### src/rtl/rx_fifo_pkg.sv
// rx_fifo_pkg
// Shared types and defaults for the UART receive frame buffer.
// Contents:
//   DATA_WIDTH     default width of one received data word (matches the UART)
//   DEFAULT_DEPTH  default number of frame entries held by the buffer
//   rx_entry_t     one stored frame: error tags plus data word
package rx_fifo_pkg;

  localparam int DATA_WIDTH    = 8;
  localparam int DEFAULT_DEPTH = 4;

  // Tags sit above the data so the packed layout reads {par, stp, data}.
  typedef struct packed {
    logic                  par_err;
    logic                  stp_err;
    logic [DATA_WIDTH-1:0] data;
  } rx_entry_t;

endpackage

### src/rtl/rx_fifo_ctrl.sv
// rx_fifo_ctrl
// Pointer and status bookkeeping for the receive frame buffer.
// Ports:
//   CLK, RST   clock and synchronous active-high reset
//   push       a frame wants to enter the buffer this cycle
//   rd_ready   consumer accepts the head entry (ignored while empty)
//   ovf_clr    clears the sticky overflow flag
//   wr_en      storage write strobe for an accepted push
//   wr_addr    storage slot for the accepted push
//   rd_addr    storage slot of the head entry
//   full, empty, count  occupancy derived from the registered pointers
//   overflow   sticky: a push was rejected because the buffer was full
module rx_fifo_ctrl
  import rx_fifo_pkg::*;
#(
  parameter int DEPTH = DEFAULT_DEPTH,
  parameter int PTR_W = $clog2(DEPTH)
) (
  input  logic             CLK,
  input  logic             RST,
  input  logic             push,
  input  logic             rd_ready,
  input  logic             ovf_clr,
  output logic             wr_en,
  output logic [PTR_W-1:0] wr_addr,
  output logic [PTR_W-1:0] rd_addr,
  output logic             full,
  output logic             empty,
  output logic [PTR_W:0]   count,
  output logic             overflow
);

  // One extra pointer bit distinguishes full from empty when the slot bits match.
  logic [PTR_W:0] wr_ptr;
  logic [PTR_W:0] rd_ptr;
  logic           pop;
  logic           ovf_set;

  // Status and handshake decode. A full buffer still takes a push when the
  // head leaves in the same cycle, because the freed slot is the one written.
  always_comb begin
    empty   = (wr_ptr == rd_ptr);
    full    = (wr_ptr[PTR_W] != rd_ptr[PTR_W]) &&
              (wr_ptr[PTR_W-1:0] == rd_ptr[PTR_W-1:0]);
    count   = wr_ptr - rd_ptr;
    pop     = rd_ready && !empty;
    wr_en   = push && (!full || pop);
    ovf_set = push && full && !pop;
    wr_addr = wr_ptr[PTR_W-1:0];
    rd_addr = rd_ptr[PTR_W-1:0];
  end

  // Pointer registers; both wrap naturally in binary.
  always_ff @(posedge CLK) begin
    if (RST) begin
      wr_ptr <= '0;
      rd_ptr <= '0;
    end else begin
      if (wr_en) wr_ptr <= wr_ptr + 1'b1;
      if (pop)   rd_ptr <= rd_ptr + 1'b1;
    end
  end

  // Sticky overflow; a new loss outranks a clear arriving in the same cycle.
  always_ff @(posedge CLK) begin
    if (RST) begin
      overflow <= 1'b0;
    end else if (ovf_set) begin
      overflow <= 1'b1;
    end else if (ovf_clr) begin
      overflow <= 1'b0;
    end
  end

endmodule

### src/rtl/rx_frame_fifo.sv
// rx_frame_fifo
// Receive-side frame buffer behind the UART RX deserializer. Captures each
// completed frame (data plus parity/stop error tags) on the one-cycle
// completion pulses and presents frames first-word-fall-through.
// Ports:
//   CLK, RST                 clock and synchronous active-high reset
//   P_DATA                   deserialized frame data
//   Data_Valid               pulse: clean frame complete
//   Parity_Error, Stop_Error pulses: frame complete with that error
//   DROP_ERR                 1 = discard frames carrying any error
//   ovf_clr                  clears the sticky overflow flag
//   rd_ready                 consumer accepts the head entry
//   rd_valid, rd_data, rd_par_err, rd_stp_err  head entry, zeros when empty
//   full, empty, count       occupancy
//   overflow                 sticky: a frame was lost to a full buffer
module rx_frame_fifo
  import rx_fifo_pkg::rx_entry_t;
  import rx_fifo_pkg::DEFAULT_DEPTH;
#(
  parameter int DATA_WIDTH = rx_fifo_pkg::DATA_WIDTH,
  parameter int DEPTH      = DEFAULT_DEPTH,
  parameter int PTR_W      = $clog2(DEPTH)
) (
  input  logic                  CLK,
  input  logic                  RST,
  input  logic [DATA_WIDTH-1:0] P_DATA,
  input  logic                  Data_Valid,
  input  logic                  Parity_Error,
  input  logic                  Stop_Error,
  input  logic                  DROP_ERR,
  input  logic                  ovf_clr,
  input  logic                  rd_ready,
  output logic                  rd_valid,
  output logic [DATA_WIDTH-1:0] rd_data,
  output logic                  rd_par_err,
  output logic                  rd_stp_err,
  output logic                  full,
  output logic                  empty,
  output logic [PTR_W:0]        count,
  output logic                  overflow
);

  // Storage entries use the shared frame layout; DATA_WIDTH must stay at the
  // package width for the struct fields to line up with the ports.
  rx_entry_t        mem [DEPTH];
  rx_entry_t        head;
  logic             push;
  logic             wr_en;
  logic [PTR_W-1:0] wr_addr;
  logic [PTR_W-1:0] rd_addr;

  // Any completion pulse is a frame; errored frames vanish when DROP_ERR is
  // set, before they can reach the controller, so they never count as losses.
  always_comb begin
    push = (Data_Valid || Parity_Error || Stop_Error) &&
           !((Parity_Error || Stop_Error) && DROP_ERR);
  end

  rx_fifo_ctrl #(
    .DEPTH (DEPTH),
    .PTR_W (PTR_W)
  ) u_ctrl (
    .CLK      (CLK),
    .RST      (RST),
    .push     (push),
    .rd_ready (rd_ready),
    .ovf_clr  (ovf_clr),
    .wr_en    (wr_en),
    .wr_addr  (wr_addr),
    .rd_addr  (rd_addr),
    .full     (full),
    .empty    (empty),
    .count    (count),
    .overflow (overflow)
  );

  // Frame storage is deliberately not reset; the empty mask hides stale slots.
  always_ff @(posedge CLK) begin
    if (wr_en) begin
      mem[wr_addr] <= '{par_err: Parity_Error, stp_err: Stop_Error, data: P_DATA};
    end
  end

  // Head presentation: combinational from the read slot, forced to zero when
  // nothing is held so the consumer never sees stale data.
  always_comb begin
    head       = mem[rd_addr];
    rd_valid   = !empty;
    rd_data    = empty ? '0 : head.data;
    rd_par_err = !empty && head.par_err;
    rd_stp_err = !empty && head.stp_err;
  end

endmodule

### config.mk
export PLATFORM = sky130hd
export DESIGN_NAME = rx_frame_fifo
export DESIGN_NICKNAME = d
export VERILOG_FILES = /design/src/rtl/rx_fifo_pkg.sv /design/src/rtl/rx_fifo_ctrl.sv /design/src/rtl/rx_frame_fifo.sv
export SDC_FILE = /design/constraint.sdc
export NUM_CORES = 1
export LEC_CHECK = 0
export ABC_CLOCK_PERIOD_IN_PS = 5300
export BUFFER_PORTS_ARGS = -buffer_cell sky130_fd_sc_hd__buf_2
export CAP_MARGIN = 20
export CORE_ASPECT_RATIO = 1.4
export CORE_MARGIN = 3
export CORE_UTILIZATION = 39
export CTS_CLUSTER_DIAMETER = 30
export DETAILED_ROUTE_END_ITERATION = 6
export PLACE_DENSITY_LB_ADDON = 0.05
export SETUP_SLACK_MARGIN = 0.15
export SYNTH_ARGS = -nofsm -noshare
export SYNTH_HDL_FRONTEND = slang
export SYNTH_SLANG_ARGS = --single-unit
export TNS_END_PERCENT = 20
### constraint.sdc
create_clock -name CLK -period 5.3 [get_ports CLK]
set_clock_uncertainty 0.1 [all_clocks]
set_input_delay 0.265 -clock CLK [delete_from_list [all_inputs] [get_ports CLK]]
set_output_delay 0.265 -clock CLK [all_outputs]
set_load 0.02 [all_outputs]
After elaboration in Yosys (flattened, before gate mapping)
Memories as Yosys holds them, arrays and structs flattened. A register that Yosys moved wholly into a read port is not among the register bits.
Cells that the tools add are included.

operators by class
  $add $sub $neg = 3
  equality and inequality tests = 3
  mux-type cells = 7
  reduce and logical (&&, ||, !) cells = 18

operator list
  kind                   count
  $logic_and A1 B1 Y1    9
  $mux W8                1
  $add A3 B1 Y3 const B  2
  $logic_not A1 Y1       4
  $logic_or A1 B1 Y1     4
  $mux W1                4
  $mux W2                2
  $eq A3 B3 Y1           1
  $sub A3 B3 Y3          1
  $eq A2 B2 Y1           1
  $reduce_bool A2 Y1     1
  $ne A1 B1 Y1           1

word-level totals
  register bits after elaboration = 7
  memory bits (writable) = 40
  bits of input ports = 16
  output and inout bits = 17
  logic and storage cells = 35
  memories kept = 1

memories
  memory  words  bits a word  rd ports  clocked after memory_dff  wr ports  RTL line             text
  mem     4      10           1         1                         1         rx_frame_fifo.sv:45  rx_entry_t mem [DEPTH];

Longest topological paths before layout
Gate-level depths: netlist of run 1.

  depth after elaboration = 7
  mapped depth = 6
  depth with buffers taken out = 6

By module
A second synthesis of run 1 with hierarchy kept.

second synthesis, totals
  cells, all modules = 139
  area total of the unflattened synthesis = 2,067.0 sq um

by module, submodules not included
  module         times used  cells an instance  area each (sq um)  sequential area each (sq um)
  rx_frame_fifo  1           84                 1,562.7            1,201.2
  rx_fifo_ctrl   1           55                 504.2              140.1

Worst setup path after synthesis of run 1
Ideal clock, no wire load.

  path type = reg2out
  start point = register u_ctrl.wr_ptr[0]
  end point = output port rd_valid
  data arrival time = 1.605 ns
  required time = 4.935 ns
  path slack = 3.330 ns
  stages on the path, launching flop included = 7
  path buffers = 1
  path through = dfxtp_1 inv_1 ha_1 nand2_1 nor2_1 clkbuf_1 inv_1

between the ends
  longest elaborated chain between the ends = 2

RTL lines
  element                 RTL line             text
  from (decl)             rx_fifo_ctrl.sv:34   logic [PTR_W:0] wr_ptr;
  from (signal assigned)  rx_fifo_ctrl.sv:59   if (wr_en) wr_ptr <= wr_ptr + 1'b1;
  $eq A3 B3 Y1            rx_fifo_ctrl.sv:42   empty = (wr_ptr == rd_ptr);
  via empty               rx_frame_fifo.sv:38  output logic empty,
  $logic_not A1 Y1        rx_frame_fifo.sv:88  rd_valid = !empty;
  to (decl)               rx_frame_fifo.sv:33  output logic rd_valid,

The timed path passes the listed nets, and every way through them passes these cells.

Worst setup path in the final report of run 1
  start point = register u_ctrl.rd_ptr[1]
  end point = output port rd_stp_err

between the ends
  longest elaborated chain between the ends = 3

RTL lines
  element                 RTL line             text
  from (decl)             rx_fifo_ctrl.sv:35   logic [PTR_W:0] rd_ptr;
  from (signal assigned)  rx_fifo_ctrl.sv:60   if (pop) rd_ptr <= rd_ptr + 1'b1;
  $eq A3 B3 Y1            rx_fifo_ctrl.sv:42
  $logic_not A1 Y1        rx_frame_fifo.sv:91  rd_stp_err = !empty && head.stp_err;
  $logic_and A1 B1 Y1     rx_frame_fifo.sv:91
  to (decl)               rx_frame_fifo.sv:36  output logic rd_stp_err,

Every way passes these cells.

==> flow_summary_export.csv, run 1 <==
group,metric,value,unit
outcome,status,"finished clean",
cts,cts_made_buffers,5,
synthesis,synthAdderAreaFrac,5.26,%
synthesis,synth-compound-area-share,2.57,%
cts,cts_tree,"built",
sta,tightest_slew,0.901,ns
final_layout,final_layout_size_suffix_gt1_share,34.8,%
placed_design,gp_congestion,0.796,
synthesis,synthXorXnorAreaFrac,2.57,%
cts,postCtsHoldBufs,0,
cts,cts_setup_buffers,0,
worst_setup_path,critPathKind,"reg -> out",
run,max_cap_viol_count,0,
route,antenna_left,0,
pwr,p_leak,0.897,nW
final_layout,n_fill_cell,468,
pwr,power.total,1.04,mW
pwr,p_int,715,uW
grt,use_met2,19.9,%
cts,clk_path_buf_depth,2,
sta,fin_setup_tns,0,ns
worst_setup_path,crit_arrival,2.23,ns
cts,clock_latency,0.29,ns
route,drt_iter0_drc,21,
worst_setup_path,start_kind,"flop",
floorplanning,die_y,91.7,um
pwr,power_frac_comb,28.8,%
pwr,ir_drop,177,uV
synthesis,yosysWarnings,0,
synthesis,synth.area.mux_share,12.0,%
cts,cts_resized,0,
final_layout,n_antenna_cell,0,
cts,htreeDepth,2,
synthesis,yosysTopAreaCell,"edfxtp_1",
pwr,pwr-share-clk,24.6,%
grt,antenna_found_initial,0,
synthesis,synth_top_family_by_area,"multiplexers",
synthesis,synthCells,122,
pwr,powerDensity,436,nW/um^2
grt,grt_pass1_vias,1097,
route,firstDrtPassIters,3,
sta,period_share,49.0,%
placed_design,portBuffers,32,
synthesis,synth_cell_types,26,
synthesis,ys_ff_latch,49,
worst_setup_path,crit_path_max_fanout,12,
synthesis,yosysSeqAreaShare,67.5,%
synthesis,synth_top_area_share,58.7,%
worst_setup_path,worstPathCellList,"inv_1 -> ha_1 -> nand2_1 -> nor2_1 -> nor2b_1 -> buf_2",
floorplanning,start_util,41.3,%
pwr,switching_power,323,uW
sta,min_period,2.60,ns
sta,setup_viol,0,
sta,rsz0062_at_grt,"no",
floorplanning,dieArea,6170,um^2
floorplanning,io_pins,33,
cts,cts.clk_slew.worst_paths,0.08,ns
floorplanning,core_area,4950,um^2
grt,grt_overflow,0,
sta,max_freq,385,MHz
route,wl,3.44,mm
synthesis,synth_area,2050,um^2
worst_setup_path,max_stage_delay,0.70,ns
cts,clockRootBuffer,"clkbuf_8",
worst_setup_path,crit_buf_inv,2,
grt,grt_pass1_wl,5.64,mm
min_path,hp-class,"in -> reg",
route,vias,1068,
grt,gr-usage-met3,3.31,%
worst_setup_path,crit_required,4.93,ns
grt,busiest_layer,"met2",
worst_setup_path,worstSetupEndpointType,"primary output",
worst_setup_path,cp_slowest_cell,"nor2_1",
cts,cts.sinks,49,
worst_setup_path,r2r_setup_slack,3.37,ns
pwr,p_sw_share,31.1,%
synthesis,syn-num-nets,146,
placed_design,hpwl,2.43,mm
route,drc,0,
final_layout,syn2layout_area_growth,16.3,%
worst_setup_path,critPathTopFamily,"simple AND/OR/NAND/NOR gates",
synthesis,yosys-top-cells-area,"edfxtp_1 59%, mux4_2 11%, dfxtp_1 8.8%",
sta,relSlewSlack,39.7,%
grt,grt.total_usage,12.8,%
synthesis,avgSynthCellArea,16.8,um^2
floorplanning,die-width,67.2,um
sta,slew_viol_final,0,
grt,grt_max_degree,16,
sta,hold_viol_final,0,
route,wire_per_inst,15.5,um
floorplanning,rows,30,
grt,use_met1,15.9,%
pwr,p_seq_share,46.6,%
synthesis,synth-simple-area-share,8.07,%
final_layout,nets,181,
route,vias_per_cell,4.81,
-- cells in the mapped netlist --
library cell  instances
clkbuf_1              2
mux4_2               10
dfxtp_1               9
o21ai_0               2
or2b_1                1
xnor2_1               3
or3_1                 1
buf_1                 1
nand3_1               1
inv_1                 7
edfxtp_1             40
and2_2                3
nand2_1               1
buf_2                 1
o211a_4               1
mux2i_1               2
and2_4                1
nor2b_1              10
a32oi_1               1
o21ai_2               1
fa_1                  1
ha_1                  7
o211ai_1              1
nand3b_1              1
nor2_1               11
xor2_1                3
-- registers in the layout (all words and copies together), names as in the netlist, named ones only --
| signal | flops |
|---|---|
| u_ctrl.rd_ptr | 3 |
| u_ctrl.wr_ptr | 3 |
| u_ctrl.overflow | 1 |
| mem | 40 |
-- routing by layer --
| metal | vias up | routed length, um |
|---|---|---|
| met2 | 33 | 1720 |
| met3 | 10 | 175 |
| met4 | 0 | 107 |
| met1 | 512 | 1440 |
| li1 | 513 | - |
| met5 | - | 0 |
-- cells by family (layout without fill, tap and decap cells) --
| kind of cell | count (synthesis) | after routing |
|---|---|---|
| muxes | 12 | 12 |
| buffers and inverters | 11 | 47 |
| xor gates and xnor gates | 6 | 6 |
| and+or+nand+nor | 30 | 30 |
| AOI/OAI and AO/OA | 6 | 6 |
| adders and majority gates | 8 | 8 |
| DFF | 49 | 49 |
-- power by group through the flow --
stage | Sequential, mW | Clock (mW) | Combinational, mW
after floorplan | 0.467 | 0 | 0.235
after global placement | 0.493 | 0 | 0.304
after detailed placement | 0.496 | 0 | 0.306
after CTS | 0.487 | 0.260 | 0.307
after global routing | 0.491 | 0.276 | 0.330
final | 0.483 | 0.255 | 0.299
-- cells in the final DEF, fill, tap and decap left out, drive strengths merged, types with 2 or more instances in the layout --
master,n
mux4,10
xnor2,3
edfxtp,40
o21ai,3
and2,4
inv,7
ha,7
dfxtp,9
clkbuf,5
nor2,11
nor2b,10
xor2,3
mux2i,2
buf,32
-- stage by stage --
stage	utilization [%]	area, um^2	hold WS, ns	worst slack [ns]	cells
2_1_floorplan	-	2050	0.264	3.33	122
4_1_cts	48.1	2380	0.0675	2.60	222
3_5_place_dp	45.8	2270	0.381	2.93	214
6_report	48.1	2380	0.0821	2.70	222
3_3_place_gp	45.8	2270	0.376	2.99	214
5_1_grt	48.1	2380	0.0727	2.47	222
-- final timing paths --
path                                   to                     startpoint  depth (start not counted)
max                            rd_stp_err  u_ctrl.rd_ptr[1]$_SDFFE_PP0N_                          6
min                   mem[3][6]$_DFFE_PP_                      P_DATA[6]                          1
max reg2reg           mem[0][1]$_DFFE_PP_  u_ctrl.rd_ptr[1]$_SDFFE_PP0N_                          5
min reg2reg  u_ctrl.overflow$_SDFFE_PP0P_   u_ctrl.overflow$_SDFFE_PP0P_                          2
-- area by class of cell --
| type | count | area, um^2 | share of cell area [%] |
|---|---|---|---|
| Clock buffer | 5 | 68.8 | 2.89 |
| Clock inverter | 3 | 41.3 | 1.73 |
| Inverter | 7 | 26.3 | 1.10 |
| Multi-Input combinational cell | 62 | 623 | 26.2 |
| Sequential cell | 49 | 1380 | 58.0 |
| Tap cell | 64 | 80.1 | 3.36 |
| Timing Repair Buffer | 32 | 160 | 6.73 |
Power figures use the tool's default switching activity.
==> run 2: changes to the inputs <==
--- a/config.mk
+++ b/config.mk
@@ -5,7 +5,7 @@
 export SDC_FILE = /design/constraint.sdc
 export NUM_CORES = 1
 export LEC_CHECK = 0
-export ABC_CLOCK_PERIOD_IN_PS = 5300
+export ABC_CLOCK_PERIOD_IN_PS = 2500
 export BUFFER_PORTS_ARGS = -buffer_cell sky130_fd_sc_hd__buf_2
 export CAP_MARGIN = 20
 export CORE_ASPECT_RATIO = 1.4
==> constraint.sdc (replaced) <==
create_clock -name CLK -period 2.5 [get_ports CLK]
set_clock_uncertainty 0.1 [all_clocks]
set_input_delay 0.125 -clock CLK [delete_from_list [all_inputs] [get_ports CLK]]
set_output_delay 0.125 -clock CLK [all_outputs]
set_load 0.02 [all_outputs]
==> flow_summary_export.csv, run 2 (same netlist as run 1, synthesis figures left out) <==
group,metric,value,unit
route,drt_iter0_drc,27,
route,firstDrtPassIters,4,
grt,grt_pass1_vias,1165,
floorplanning,core_area,4950,um^2
grt,antenna_found_initial,0,
worst_setup_path,start_kind,"flop",
worst_setup_path,cp_slowest_cell,"dfxtp_1",
floorplanning,rows,30,
cts,cts.clk_slew.worst_paths,0.08,ns
worst_setup_path,r2r-end,"mem[0][2]$_DFFE_PP_",
route,vias_per_cell,4.74,
route,vias,1108,
grt,grt.total_usage,13.0,%
min_path,hp-class,"in -> reg",
final_layout,seq_area,1380,um^2
worst_setup_path,r2r-start,"u_ctrl.wr_ptr[0]$_SDFFE_PP0P_",
floorplanning,dieArea,6170,um^2
route,dr_wl_met3,154,um
worst_setup_path,crit_required,2.28,ns
floorplanning,die-width,67.2,um
outcome,status,"finished clean",
sta,hold_viol_final,0,
placed_design,gp_congestion,0.750,
route,wl,3.56,mm
sta,relSlewSlack,63.4,%
final_layout,layout_commonest_cell,"edfxtp_1",
floorplanning,io_pins,33,
cts,cts.sinks,49,
route,antenna_left,0,
worst_setup_path,crit_buf_inv,3,
final_layout,syn2layout_area_growth,21.0,%
cts,clk_path_buf_depth,2,
cts,cts_setup_buffers,0,
route,highest_layer,"met4",
route,wl_met1,1.38,mm
cts,htreeDepth,2,
final_layout,multi_input_area,623,um^2
pwr,powerDensity,870,nW/um^2
worst_setup_path,max_stage_delay,0.40,ns
sta,fin_setup_tns,0,ns
final_layout,layout_common_cells,"40 x edfxtp_1, 32 x buf_2, 11 x nor2_1",
cts,clock_latency,0.29,ns
worst_setup_path,critPathKind,"reg -> out",
sta,period_share,80.5,%
cts,cts_tree,"built",
final_layout,n_antenna_cell,0,
worst_setup_path,crit_end,"rd_par_err",
worst_setup_path,crit_arrival,1.79,ns
floorplanning,die_y,91.7,um
final_layout,top_regs,"mem: 40 flops, u_ctrl.rd_ptr: 3 flops, u_ctrl.wr_ptr: 3 flops",
final_layout,final_layout_size_suffix_gt1_share,32.9,%
final_layout,largest_reg_flops,40,
grt,grt_pass1_wl,5.76,mm
pwr,p_leak,0.942,nW
worst_setup_path,worstSetupEndpointType,"primary output",
sta,setup_viol,0,
worst_setup_path,critPathTopFamily,"buffers and inverters",
sta,rsz0062_at_grt,"no",
cts,cts_made_buffers,5,
sta,min_period,2.01,ns
pwr,ir_drop,397,uV
worst_setup_path,r2r_setup_slack,0.59,ns
grt,grt_overflow,0,
route,drc,0,
sta,whs,0.0238,ns
cts,clockRootBuffer,"clkbuf_8",
final_layout,nets,193,
placed_design,hpwl,2.47,mm
placed_design,portBuffers,32,
worst_setup_path,crit_path_max_fanout,12,
grt,grt_max_degree,15,
sta,tightest_slew,0.548,ns
sta,slew_viol_final,0,
worst_setup_path,cp.depth,7,
final_layout,n_fill_cell,447,
worst_setup_path,worstPathCellList,"inv_1 -> ha_1 -> nand2_1 -> nor2_1 -> buf_4 -> nor2b_1 -> buf_2",
worst_setup_path,startpoint,"u_ctrl.wr_ptr[0]$_SDFFE_PP0P_",
worst_setup_path,ff2ff_path_depth,5,
floorplanning,start_util,41.3,%
sta,max_freq,497,MHz
run,max_cap_viol_count,0,
route,wl_met2,1.97,mm
final_layout,regMostFlops,"mem",
route,wire_per_inst,15.2,um
-- run 2: changes by cell type in the layout (fill, tap and decap cells not counted) --
cell and delta:
buf_4 +2, bufinv_16 -1, clkbuf_1 +2, clkbuf_8 +1, clkinv_1 -1, clkinvlp_4 -1, dlygate4sd3_1 +10
-- run 2: timing repair --
action | 4_1_cts | 5_1_grt
hold endpoints to repair | 40 | 0
resized for setup | 0 | 0
hold buffers | 10 | 0
-- run 2: stage by stage --
stage	instances	util (%)	power, mW	setup slack, ns	cell area (um^2)
after floorplan	122	-	1.49	0.670	2050
after global placement	216	46.1	1.71	0.620	2290
after detailed placement	216	46.1	1.73	0.560	2290
after CTS	234	50.0	2.20	0.438	2480
after global routing	234	50.0	2.30	0.306	2480
final	234	50.0	2.15	0.489	2480
-- run 2: area by class of cell --
type,instances,share of cell area [%]
clock buffer,8,3.64
inverter,7,1.06
multi-input combinational,62,25.2
sequential,49,55.8
tap,64,3.23
timing repair buffer,44,11.1
-- run 2: power breakdown --
group	leakage (nW)	internal [mW]	total, mW	switching, mW
clock	0.0455	0.226	0.454	0.229
sequential	0.441	0.953	0.994	0.0414
combinational	0.455	0.299	0.706	0.407
total	0.942	1.48	2.15	0.677
-- run 2: per-layer routing --
layer	vias to the layer above	global-route usage (%)
met5	-	0
met4	0	5.08
met3	5	3.31
met2	29	22.9
met1	536	14.6
li1	538	-
-- run 2: how the worst min path moves through the flow --
| stage | from | endpoint | slack, ns | cells after the start |
|---|---|---|---|---|
| 2_1_floorplan | P_DATA[0] | mem[0][0]$_DFFE_PP_ | 0.12 | 0 |
| 3_3_place_gp | P_DATA[4] | mem[3][4]$_DFFE_PP_ | 0.24 | 1 |
| 3_5_place_dp | P_DATA[5] | mem[0][5]$_DFFE_PP_ | 0.25 | 1 |
| 4_1_cts | ovf_clr | u_ctrl.overflow$_SDFFE_PP0P_ | 0.01 | 4 |
| 5_1_grt | RST | u_ctrl.wr_ptr[0]$_SDFFE_PP0P_ | 0.03 | 2 |
| 6_report | ovf_clr | u_ctrl.overflow$_SDFFE_PP0P_ | 0.02 | 4 |
-- run 2: worst reg2reg max path, delay by kind of cell, from the launching register on --
family,cells,cell delay [ns]
AO/OA/AOI/OAI,1,0.21
adder cells (fa/ha/maj),1,0.31
buffers and inverters,1,0.10
flip-flops,1,0.40
AND/OR/NAND/NOR,2,0.46
==> run 3: changes to the inputs <==
--- a/config.mk
+++ b/config.mk
@@ -5,7 +5,7 @@
 export SDC_FILE = /design/constraint.sdc
 export NUM_CORES = 1
 export LEC_CHECK = 0
-export ABC_CLOCK_PERIOD_IN_PS = 2500
+export ABC_CLOCK_PERIOD_IN_PS = 1800
 export BUFFER_PORTS_ARGS = -buffer_cell sky130_fd_sc_hd__buf_2
 export CAP_MARGIN = 20
 export CORE_ASPECT_RATIO = 1.4
==> constraint.sdc (replaced) <==
create_clock -name CLK -period 1.8 [get_ports CLK]
set_clock_uncertainty 0.1 [all_clocks]
set_input_delay 0.09 -clock CLK [delete_from_list [all_inputs] [get_ports CLK]]
set_output_delay 0.09 -clock CLK [all_outputs]
set_load 0.02 [all_outputs]
==> flow_summary_export.csv, run 3 (same netlist as run 1, synthesis figures left out) <==
group,metric,value,unit
outcome,status,"finished clean",
sta,max_freq,560,MHz
worst_setup_path,crit_arrival,1.59,ns
sta,min_period,1.78,ns
cts,clockRootBuffer,"clkbuf_8",
grt,grt_pass1_vias,1239,
floorplanning,start_util,41.3,%
worst_setup_path,r2r-start,"u_ctrl.wr_ptr[0]$_SDFFE_PP0P_",
final_layout,nets,205,
sta,tightest_slew,0.366,ns
min_path,hold-path-endpoint,"u_ctrl.rd_ptr[2]$_SDFFE_PP0N_",
sta,hold_viol_final,0,
worst_setup_path,cp.depth,4,
cts,cts.sinks,49,
final_layout,multi_input_area,728,um^2
sta,whs,0.0796,ns
grt,grt_max_degree,15,
grt,grt.total_usage,13.6,%
cts,cts_made_buffers,5,
grt,antenna_found_initial,0,
final_layout,regMostFlops,"mem",
final_layout,top_regs,"mem: 40 flops, u_ctrl.rd_ptr: 3 flops, u_ctrl.wr_ptr: 3 flops",
worst_setup_path,crit_path_max_fanout,5,
worst_setup_path,critPathTopFamily,"multiplexers",
placed_design,portBuffers,32,
route,wl,3.74,mm
route,firstDrtPassIters,4,
final_layout,layout_common_cells,"40 x edfxtp_1, 19 x buf_2, 12 x dlygate4sd3_1, 12 x buf_6",
worst_setup_path,crit_required,1.61,ns
floorplanning,io_pins,33,
sta,setup_viol,0,
cts,clock_latency,0.29,ns
final_layout,final_layout_size_suffix_gt1_share,51.1,%
worst_setup_path,crit_buf_inv,2,
floorplanning,core_area,4950,um^2
cts,htreeDepth,2,
route,vias_per_cell,4.78,
route,antenna_left,0,
worst_setup_path,critPathKind,"reg -> out",
placed_design,gp_congestion,0.726,
pwr,powerDensity,1250,nW/um^2
final_layout,design_area,2800,um^2
final_layout,seq_area,1390,um^2
worst_setup_path,start_kind,"flop",
route,drt_iter0_drc,37,
pwr,power.total,3.50,mW
worst_setup_path,worstPathCellList,"buf_12 -> mux4_2 -> nor2b_2 -> buf_6",
placed_design,dp.cells,224,
cts,cts_tree,"built",
worst_setup_path,worstSetupEndpointType,"primary output",
final_layout,layout.cells.non_filler,246,
final_layout,largest_reg_flops,40,
floorplanning,die_y,91.7,um
worst_setup_path,ff2ff_path_depth,5,
sta,rsz0062_at_grt,"yes",
min_path,whs_path_depth,4,
grt,grt_pass1_wl,6.00,mm
route,vias,1176,
min_path,hp-class,"in -> reg",
worst_setup_path,r2r-end,"mem[2][0]$_DFFE_PP_",
placed_design,placed_area,2390,um^2
cts,cts.clk_slew.worst_paths,0.08,ns
sta,period_share,99.1,%
floorplanning,die-width,67.2,um
route,drc,0,
min_path,min_from,"rd_ready",
route,wire_per_inst,15.2,um
pwr,ir_drop,844,uV
pwr,p_leak,1.06,nW
final_layout,n_fill_cell,420,
cts,clk_path_buf_depth,2,
floorplanning,dieArea,6170,um^2
grt,grt_overflow,0,
worst_setup_path,r2r_setup_slack,0.18,ns
sta,slew_viol_final,0,
placed_design,hpwl,2.59,mm
sta,relSlewSlack,75.3,%
final_layout,syn2layout_area_growth,36.7,%
run,max_cap_viol_count,0,
final_layout,layout_commonest_cell,"edfxtp_1",
worst_setup_path,max_stage_delay,0.49,ns
final_layout,n_antenna_cell,0,
floorplanning,rows,30,
final_layout,final_util,56.5,%
worst_setup_path,cp_slowest_cell,"mux4_2",
run 3: metal layers:
metal  wire length [um]  global-route usage, %  part of all wire [%]  vias up
met5                  0                      0                     0        -
met1               1360                   14.2                    36      580
li1                   -                      -                     -      566
met4                 64                   4.57                   1.7        0
met2               2170                   25.3                    58       25
met3                148                   3.55                   4.0        5
run 3: area by class of cell:
class | instances | share of cell area, %
Clock buffer | 5 | 2.46
Clock inverter | 3 | 0.447
Inverter | 7 | 0.939
Multi-Input combinational cell | 62 | 26.0
Sequential cell | 49 | 49.7
Tap cell | 64 | 2.86
Timing Repair Buffer | 56 | 17.6
run 3: worst max-delay path by stage:
stage                                  startpoint                   to
detailed placement  u_ctrl.wr_ptr[0]$_SDFFE_PP0P_  mem[0][4]$_DFFE_PP_
CTS                                          flop           rd_par_err
global placement    u_ctrl.wr_ptr[0]$_SDFFE_PP0P_  mem[0][3]$_DFFE_PP_
floorplan           u_ctrl.wr_ptr[0]$_SDFFE_PP0P_  mem[0][0]$_DFFE_PP_
global route                                 flop           rd_data[7]
finish                                       flop           rd_data[2]
run 3: timing repair:
item,4_1_cts,5_1_grt
gates resized for setup,42,12
hold buffers,12,0
pin swaps,9,10
endpoints found under the setup margin,55,62
cloned,1,0
setup buffers,1,0
hold endpoints to repair,46,0
run 3: power breakdown:
part | switching, mW | internal [mW]
sequential | 0.0526 | 1.33
clock | 0.326 | 0.262
combinational | 0.712 | 0.814
run 3: worst min-delay path: stages:
cell and delay, ns:
buf_2 0.11, o211ai_1 0.09, xor2_1 0.07, nor2_1 0.07
run 3: through the flow:
stage / worst slack (ns) / setup TNS [ns]
global placement: 0.0491 / 0
CTS: -0.0129 / -0.0337
global route: -0.0390 / -0.250
finish: 0.0155 / 0
floorplan: 0.0619 / 0
detailed placement: 0.0187 / 0
